===== src/rtl/des_key_if.sv =====
// Purpose : handshake bundle between a DES round datapath and the key scheduler.
// Latency : n/a (wires only).
// Backpressure: key_ready from the datapath stalls the subkey stream.
//   master : drives start/mode/key_in/key_ready, observes the subkey stream and status
//   slave  : the key scheduler; consumes start/mode/key_in/key_ready, drives the rest
interface des_key_if;
    logic        start;      // begin a 16-round schedule
    logic        mode;       // 0 = K1..K16, 1 = K16..K1
    logic [64:1] key_in;     // index n = FIPS bit n
    logic        key_ready;  // datapath accepts current subkey
    logic [48:1] key_48;     // index n = PC-2 output bit n
    logic        key_valid;  // key_48/round_idx valid
    logic [4:1]  round_idx;  // presented round, 0..15
    logic        busy;       // scheduler not idle
    logic        done;       // one-cycle pulse after the 16th subkey is accepted

    modport master (
        output start, mode, key_in, key_ready,
        input  key_48, key_valid, round_idx, busy, done
    );

    modport slave (
        input  start, mode, key_in, key_ready,
        output key_48, key_valid, round_idx, busy, done
    );
endinterface


===== src/rtl/des_key_scheduler.sv =====
// Purpose : DES key schedule; streams the 16 PC-2 subkeys in encrypt or decrypt order.
// Latency : first subkey valid 1 cycle after start is accepted; then one subkey per accepted cycle.
// Backpressure: key_valid && !key_ready holds subkey, round index and C/D stable.
//   clk, rst : single clock, synchronous active-high reset
//   key_if   : des_key_if.slave (start/mode/key_in/key_ready in; key_48/key_valid/round_idx/busy/done out)
module des_key_scheduler (
    input  logic     clk,
    input  logic     rst,
    des_key_if.slave key_if
);

    typedef enum logic {IDLE = 1'b0, RUN = 1'b1} state_t;

    localparam int PC1 [0:55] = '{
        57, 49, 41, 33, 25, 17,  9,  1, 58, 50, 42, 34, 26, 18,
        10,  2, 59, 51, 43, 35, 27, 19, 11,  3, 60, 52, 44, 36,
        63, 55, 47, 39, 31, 23, 15,  7, 62, 54, 46, 38, 30, 22,
        14,  6, 61, 53, 45, 37, 29, 21, 13,  5, 28, 20, 12,  4
    };

    localparam int PC2 [0:47] = '{
        14, 17, 11, 24,  1,  5,  3, 28, 15,  6, 21, 10,
        23, 19, 12,  4, 26,  8, 16,  7, 27, 20, 13,  2,
        41, 52, 31, 37, 47, 55, 30, 40, 51, 45, 33, 48,
        44, 49, 39, 56, 34, 53, 46, 42, 50, 36, 29, 32
    };

    state_t      r_state;
    state_t      w_state_nxt;
    logic [28:1] r_c;
    logic [28:1] r_d;
    logic [48:1] r_key_48;
    logic [4:1]  r_round_idx;
    logic        r_mode;
    logic        r_done;

    logic        w_busy;
    logic        w_start_acc;
    logic        w_accept;
    logic        w_last;
    logic [28:1] w_c0;
    logic [28:1] w_d0;
    logic [28:1] w_c_load;
    logic [28:1] w_d_load;
    logic [28:1] w_c_step;
    logic [28:1] w_d_step;
    logic [56:1] w_cd_sel;
    logic [48:1] w_pc2;
    logic [5:1]  w_round_n;
    logic        w_one;
    logic        w_unused;

    // Bit positions follow FIPS numbering, so a FIPS "left" rotation
    // (bit i takes old bit i+1) is a shift toward index 1.
    function automatic logic [28:1] rot_half(input logic [28:1] x, input logic right, input logic one);
        case ({right, one})
            2'b01:   rot_half = {x[1],    x[28:2]};
            2'b00:   rot_half = {x[2:1],  x[28:3]};
            2'b11:   rot_half = {x[27:1], x[28]};
            default: rot_half = {x[26:1], x[28:27]};
        endcase
    endfunction

    // Parity bits of the key are intentionally dropped by PC-1.
    assign w_unused = ^{key_if.key_in[8],  key_if.key_in[16], key_if.key_in[24], key_if.key_in[32],
                        key_if.key_in[40], key_if.key_in[48], key_if.key_in[56], key_if.key_in[64]};

    for (genvar g = 0; g < 28; g++) begin : g_pc1
        assign w_c0[g+1] = key_if.key_in[PC1[g]];
        assign w_d0[g+1] = key_if.key_in[PC1[g+28]];
    end

    // Encrypt: next subkey is K(r+2), reached by rotl s[r+2].
    // Decrypt: next subkey is K(15-r), reached by undoing s[16-r]; at r=15 this is s[1],
    // which returns C/D to C0/D0 once the schedule completes.
    assign w_round_n = r_mode ? (5'd16 - {1'b0, r_round_idx}) : ({1'b0, r_round_idx} + 5'd2);
    assign w_one     = (w_round_n == 5'd1) || (w_round_n == 5'd2) ||
                       (w_round_n == 5'd9) || (w_round_n == 5'd16);
    assign w_last    = (r_round_idx == 4'd15);

    assign w_c_load  = key_if.mode ? w_c0 : rot_half(w_c0, 1'b0, 1'b1);
    assign w_d_load  = key_if.mode ? w_d0 : rot_half(w_d0, 1'b0, 1'b1);
    assign w_c_step  = rot_half(r_c, r_mode, w_one);
    assign w_d_step  = rot_half(r_d, r_mode, w_one);
    assign w_cd_sel  = w_start_acc ? {w_d_load, w_c_load} : {w_d_step, w_c_step};

    for (genvar g = 0; g < 48; g++) begin : g_pc2
        assign w_pc2[g+1] = w_cd_sel[PC2[g]];
    end

    // FSM: state register
    always_ff @(posedge clk) begin
        if (rst) begin
            r_state <= IDLE;
        end else begin
            r_state <= w_state_nxt;
        end
    end

    // FSM: next state
    always_comb begin
        w_state_nxt = r_state;
        case (r_state)
            IDLE:    if (key_if.start) w_state_nxt = RUN;
            RUN:     if (key_if.key_ready && w_last) w_state_nxt = IDLE;
            default: w_state_nxt = IDLE;
        endcase
    end

    // FSM: outputs
    always_comb begin
        w_busy      = 1'b0;
        w_start_acc = 1'b0;
        w_accept    = 1'b0;
        case (r_state)
            IDLE: w_start_acc = key_if.start;
            RUN: begin
                w_busy   = 1'b1;
                w_accept = key_if.key_ready;
            end
            default: ;
        endcase
    end

    // Datapath
    always_ff @(posedge clk) begin
        if (rst) begin
            r_c         <= '0;
            r_d         <= '0;
            r_key_48    <= '0;
            r_round_idx <= '0;
            r_mode      <= 1'b0;
            r_done      <= 1'b0;
        end else begin
            r_done <= w_accept && w_last;
            if (w_start_acc) begin
                r_mode      <= key_if.mode;
                r_c         <= w_cd_sel[28:1];
                r_d         <= w_cd_sel[56:29];
                r_key_48    <= w_pc2;
                r_round_idx <= 4'd0;
            end else if (w_accept) begin
                if (!w_last || r_mode) begin
                    r_c <= w_cd_sel[28:1];
                    r_d <= w_cd_sel[56:29];
                end
                if (!w_last) begin
                    r_key_48    <= w_pc2;
                    r_round_idx <= r_round_idx + 4'd1;
                end
            end
        end
    end

    assign key_if.key_48    = r_key_48;
    assign key_if.key_valid = w_busy;
    assign key_if.round_idx = r_round_idx;
    assign key_if.busy      = w_busy;
    assign key_if.done      = r_done;

endmodule


===== src/flat_wrapper.sv =====
// flat-port wrapper written by rule: the top's interface ports become plain ports
module des_key_scheduler_flat 
  (clk, rst, key_if_start, key_if_mode, key_if_key_in, key_if_key_ready, key_if_key_48, key_if_key_valid, key_if_round_idx, key_if_busy, key_if_done);
  des_key_if key_if_i ();
  input  logic clk;
  input  logic rst;
  input wire logic [$bits(key_if_i.start)-1:0] key_if_start;
  input wire logic [$bits(key_if_i.mode)-1:0] key_if_mode;
  input wire logic [$bits(key_if_i.key_in)-1:0] key_if_key_in;
  input wire logic [$bits(key_if_i.key_ready)-1:0] key_if_key_ready;
  output wire logic [$bits(key_if_i.key_48)-1:0] key_if_key_48;
  output wire logic [$bits(key_if_i.key_valid)-1:0] key_if_key_valid;
  output wire logic [$bits(key_if_i.round_idx)-1:0] key_if_round_idx;
  output wire logic [$bits(key_if_i.busy)-1:0] key_if_busy;
  output wire logic [$bits(key_if_i.done)-1:0] key_if_done;
  assign key_if_i.start = key_if_start;
  assign key_if_i.mode = key_if_mode;
  assign key_if_i.key_in = key_if_key_in;
  assign key_if_i.key_ready = key_if_key_ready;
  assign key_if_key_48 = key_if_i.key_48;
  assign key_if_key_valid = key_if_i.key_valid;
  assign key_if_round_idx = key_if_i.round_idx;
  assign key_if_busy = key_if_i.busy;
  assign key_if_done = key_if_i.done;
  des_key_scheduler u_core (.clk(clk), .rst(rst), .key_if(key_if_i));
endmodule

===== config.mk =====
export PLATFORM = sky130hd
export DESIGN_NAME = des_key_scheduler_flat
export DESIGN_NICKNAME = d
export VERILOG_FILES = /design/src/rtl/des_key_if.sv /design/src/rtl/des_key_scheduler.sv /design/src/flat_wrapper.sv
export SDC_FILE = /design/constraint.sdc
export NUM_CORES = 1
export LEC_CHECK = 0
export ABC_AREA = 1
export CORE_MARGIN = 8
export CORE_UTILIZATION = 40
export DETAILED_ROUTE_END_ITERATION = 10
export SLEW_MARGIN = 5
export SYNTH_ARGS = -nofsm -noshare
export SYNTH_HDL_FRONTEND = slang
export SYNTH_SLANG_ARGS = --single-unit
export TNS_END_PERCENT = 50

===== constraint.sdc =====
create_clock -name clk -period 6.1 [get_ports clk]
set_clock_uncertainty 0.1 [all_clocks]
set_input_delay 1.22 -clock clk [delete_from_list [all_inputs] [get_ports clk]]
set_output_delay 1.22 -clock clk [all_outputs]
set_load 0.01 [all_outputs]

==> reports/qor_table.md <==
| Quantity | This run |
| --- | --- |
| Synth Area in XOR/XNOR | 0% |
| Drt via density | 4.883 |
| Global routing usage summed across all routing layers | 21.63% |
| Fraction of synthesized area in multiplexers | 0% |
| Cell taking the most area after synthesis | dfxtp_1 |
| Average routed wire per standard cell | 14.73 um |
| Number of global-route vias before repair | 7874 |
| Kind of start point of the critical path | input port |
| Weighted congestion at the end of routability-driven global placement | 0.7948 |
| Share of power burned in combinational logic | 32.8% |
| Actual slew at the worst max-slew pin | 1.128 ns |
| Floorplan row count | 51 |
| H-Tree Depth | 3 |
| Area inside the core boundary | 19460 um2 |
| Post-route ant nets | 0 |
| Io pins | 124 |
| Number of cells in the design after placement | 1767 |
| Crit Path Class | in2reg |
| Syn_nets | 1536 |
| Achievable frequency | 0.2428 GHz |
| Post-Route Hold Slack | 0.4658 ns |
| Number of antenna cells inserted | 0 |
| Clock-pin slew on the worst setup and hold paths | 0.08 ns |
| Cell family with the largest share of critical-path delay | buffers and inverters |
| Combined buffer and inverter count along the critical path | 4 |
| Clock tree from TritonCTS | yes |
| Synth-to-layout area growth | 19.17% |
| Violation count after the first detailed-route iteration | 873 |
| Post-synth design cell area | 7950 um2 |
| Data arrival, critical path | 4.28 ns |
| First-pass detailed-route iteration total | 7 |
| Vias post-DR | 8707 |
| Headroom to the max-slew limit | 24.80% |
| Filler-free cell count of the finished design | 1783 |
| Setup repair after global routing missed its margin | false |
| Number of enable-type register cells in the synthesized netlist | 0 |
| Smallest setup slack after layout | 1.982 ns |
| Total gr overflow | 0 |
| Final Cycle Share | 67.51% |
| Cell type of the slowest stage on the worst timing path | buf_4 |
| Sum of net half-perimeters after detailed placement | 17250 um |
| Share of the synthesized area in compound gates (AO/OA/AOI/OAI) | 15.94% |
| Seq cells post-synth | 111 |
| Peak ir drop on the vdd network | 145.1 uV |
| Combinational family with the most area after synthesis | simple AND/OR/NAND/NOR gates |
| Max capacitance violation total | 0 |
| Power spent charging and discharging nets | 0.0008243 W |
| Number of buffers added on ports | 115 |
| Sequential group share of total power | 39.9% |
| Share of layout cells above drive strength 1 | 2.964% |
| Commonest register cell after synthesis | dfxtp_1 |
| Required time reported for the critical path endpoint | 6.26 ns |
| Wire length of the first global-routing pass | 42720 um |
| Pins over their slew limit | 0 |
| Class of the tightest hold or removal check | reg2reg |
| Hold violation count in the final report | 0 |
| Outcome | finished clean |
| Clock Latency Late Sink | 0.36 ns |
| Number of filler cells placed in the layout | 2133 |
| Post-synthesis area per instance | 5.438 um2 |
| Clock Tree Buf Depth | 2 |
| Delay contributed by the slowest stage of the critical path | 0.71 ns |
| Layout Utilization | 48.68% |
| Die ar. | 24640 um2 |
| Final WL | 26260 um |
| Simple-gate share of the synthesized area | 36.78% |
| Commonest cells in the netlist | 300 x nor2_1, 293 x inv_1, 282 x nand2_1 |
| Fraction of the mapped netlist area in adder cells | 0.7869% |
| Number of nets in the layout | 1587 |
| Post_cts resized | 0 |
| Max FO, Critical Path | 76 |
| Antenna violations before repair | 0 |
| Number of setup buffers added after CTS | 0 |
| Cell count after synthesis | 1462 |
| Overall die width | 157.0 um |
| Count of endpoints failing setup in the final report | 0 |
| Die span in y | 157.0 um |
| Share of flip-flops with an asynchronous set or reset | 0% |
| PD cells | 230.4 nW/um2 |
| Worst-case setup slack after placement | 1.596 ns |
| CTS Root Cell | clkbuf_16 |
| Relative contribution of the clock network to total power | 27.2% |
| Internal power component | 0.001359 W |
| Critical-path cell list | clkdlybuf4s50_1 > inv_1 > nor2_4 > buf_4 > nor2_1 > o21ai_4 > buf_4 > nand2_1 > a21oi_1 > nor2_1 |
| Area of combinational cells with multiple inputs | 4277 um2 |
| Sum Neg Setup Slack | 0 ns |
| Synthesis warning total | 0 |
| Post-detailed-route DRC marker count | 0 |
| Clock sink total | 111 |
| CTS Buf Count | 9 |
| Initial core utilization | 40.85% |
| # hold bufs at CTS | 0 |
| Synth cell types | 26 |
| Switching fraction of total power | 37.75% |
| Area of all sequential standard cells | 2223 um2 |
| Worst setup EP type | flip-flop |
| LEAKAGE | 5.335 nW |
| Library cell with the highest instance count after synthesis | nor2_1 |
| Share of the synthesized area in the top cell type | 27.95% |
| Part of the Yosys area used for sequential elements | 27.95% |
| Biggest area contributors in the synthesized netlist | dfxtp_1 28%, nor2_1 14%, inv_1 14% |
| Time the worst path needs with I/O delays and setup | 4.118 ns |
| Maximum number of pins on one net before global-route repair | 77 |
-- worst reg2reg max path, delay by kind of cell, from the launching register on --
family	cells	cell delay [ns]
buffers and inverters	2	1.14
DFF	1	1.08
AOI/OAI and AO/OA	2	1.04
and+or+nand+nor	2	0.21
-- per-stage QoR --
step           total power (W)  instance area (um2)
2_1_floorplan         0.001339                 7950
3_3_place_gp          0.001594                 9190
3_5_place_dp          0.001598                 9190
4_1_cts               0.002196                 9474
5_1_grt               0.002338                 9474
6_report              0.002183                 9474
-- kinds of logic (layout without fill, tap and decap cells) --
group | after synthesis | in the layout
buffers and inverters | 385 | 441
adder cells (fa/ha/maj) | 5 | 5
AND/OR/NAND/NOR | 720 | 720
flip-flops | 111 | 111
AO/OA/AOI/OAI | 241 | 241
-- sequential cells by signal (all words and copies together) (netlist names) --
| register | cells |
|---|---|
| u_core.key_if.key_48 | 48 |
| u_core.r_d | 28 |
| u_core.r_c | 28 |
| u_core.r_state | 1 |
| u_core.key_if.round_idx | 4 |
| u_core.r_mode | 1 |
| u_core.key_if.done | 1 |
-- metal layers --
layer,track usage (%),part of all wire (%)
met1,33.46,53
met2,30.42,40
met3,3.208,6.6
met4,4.577,0.94
met5,0,0
-- power by group through the flow --
stage	registers [W]	clock network (W)	logic, W
after global placement	0.000886	0	0.000709
after floorplan	0.000876	0	0.000463
after detailed placement	0.000884	0	0.000713
after CTS	0.000870	0.000610	0.000717
final	0.000871	0.000595	0.000717
after global routing	0.000883	0.000636	0.000818
-- path summary, 6_finish.rpt --
path	start	endpoint	slack, ns	cells after the start
worst min-delay path	u_core.key_if.key_48[34]$_SDFFE_PP0P_	u_core.key_if.key_48[34]$_SDFFE_PP0P_	0.47	4
worst min register to register	u_core.key_if.key_48[34]$_SDFFE_PP0P_	u_core.key_if.key_48[34]$_SDFFE_PP0P_	0.47	4
worst max-delay path	key_if_start	u_core.r_d[15]$_SDFFE_PP0P_	1.98	10
worst max register to register	u_core.r_mode$_SDFFE_PP0P_	u_core.r_d[15]$_SDFFE_PP0P_	2.44	6
-- layout make-up --
class	instances	share of cell area, %
timing repair buffer	128	13.13
inverter	297	11.77
tap	265	3.500
clock inverter	7	0.6207
sequential	111	23.47
clock buffer	9	2.377
multi-input combinational	966	45.14
-- placed cells by master (no fill, tap or decap), drive strengths merged --
master and instances:
a21oi 49, nor3 3, o21ai 172, clkinvlp 1
clkbuf 9, dfxtp 111, nor2 301, ha 5
nor4 1, nand2 284, nand4 26, clkdlybuf4s50 114
inv 296, buf 14, a211oi 2, o21bai 1
nand3 105, o211ai 17, clkinv 7
(Power assumes the default switching activity.)
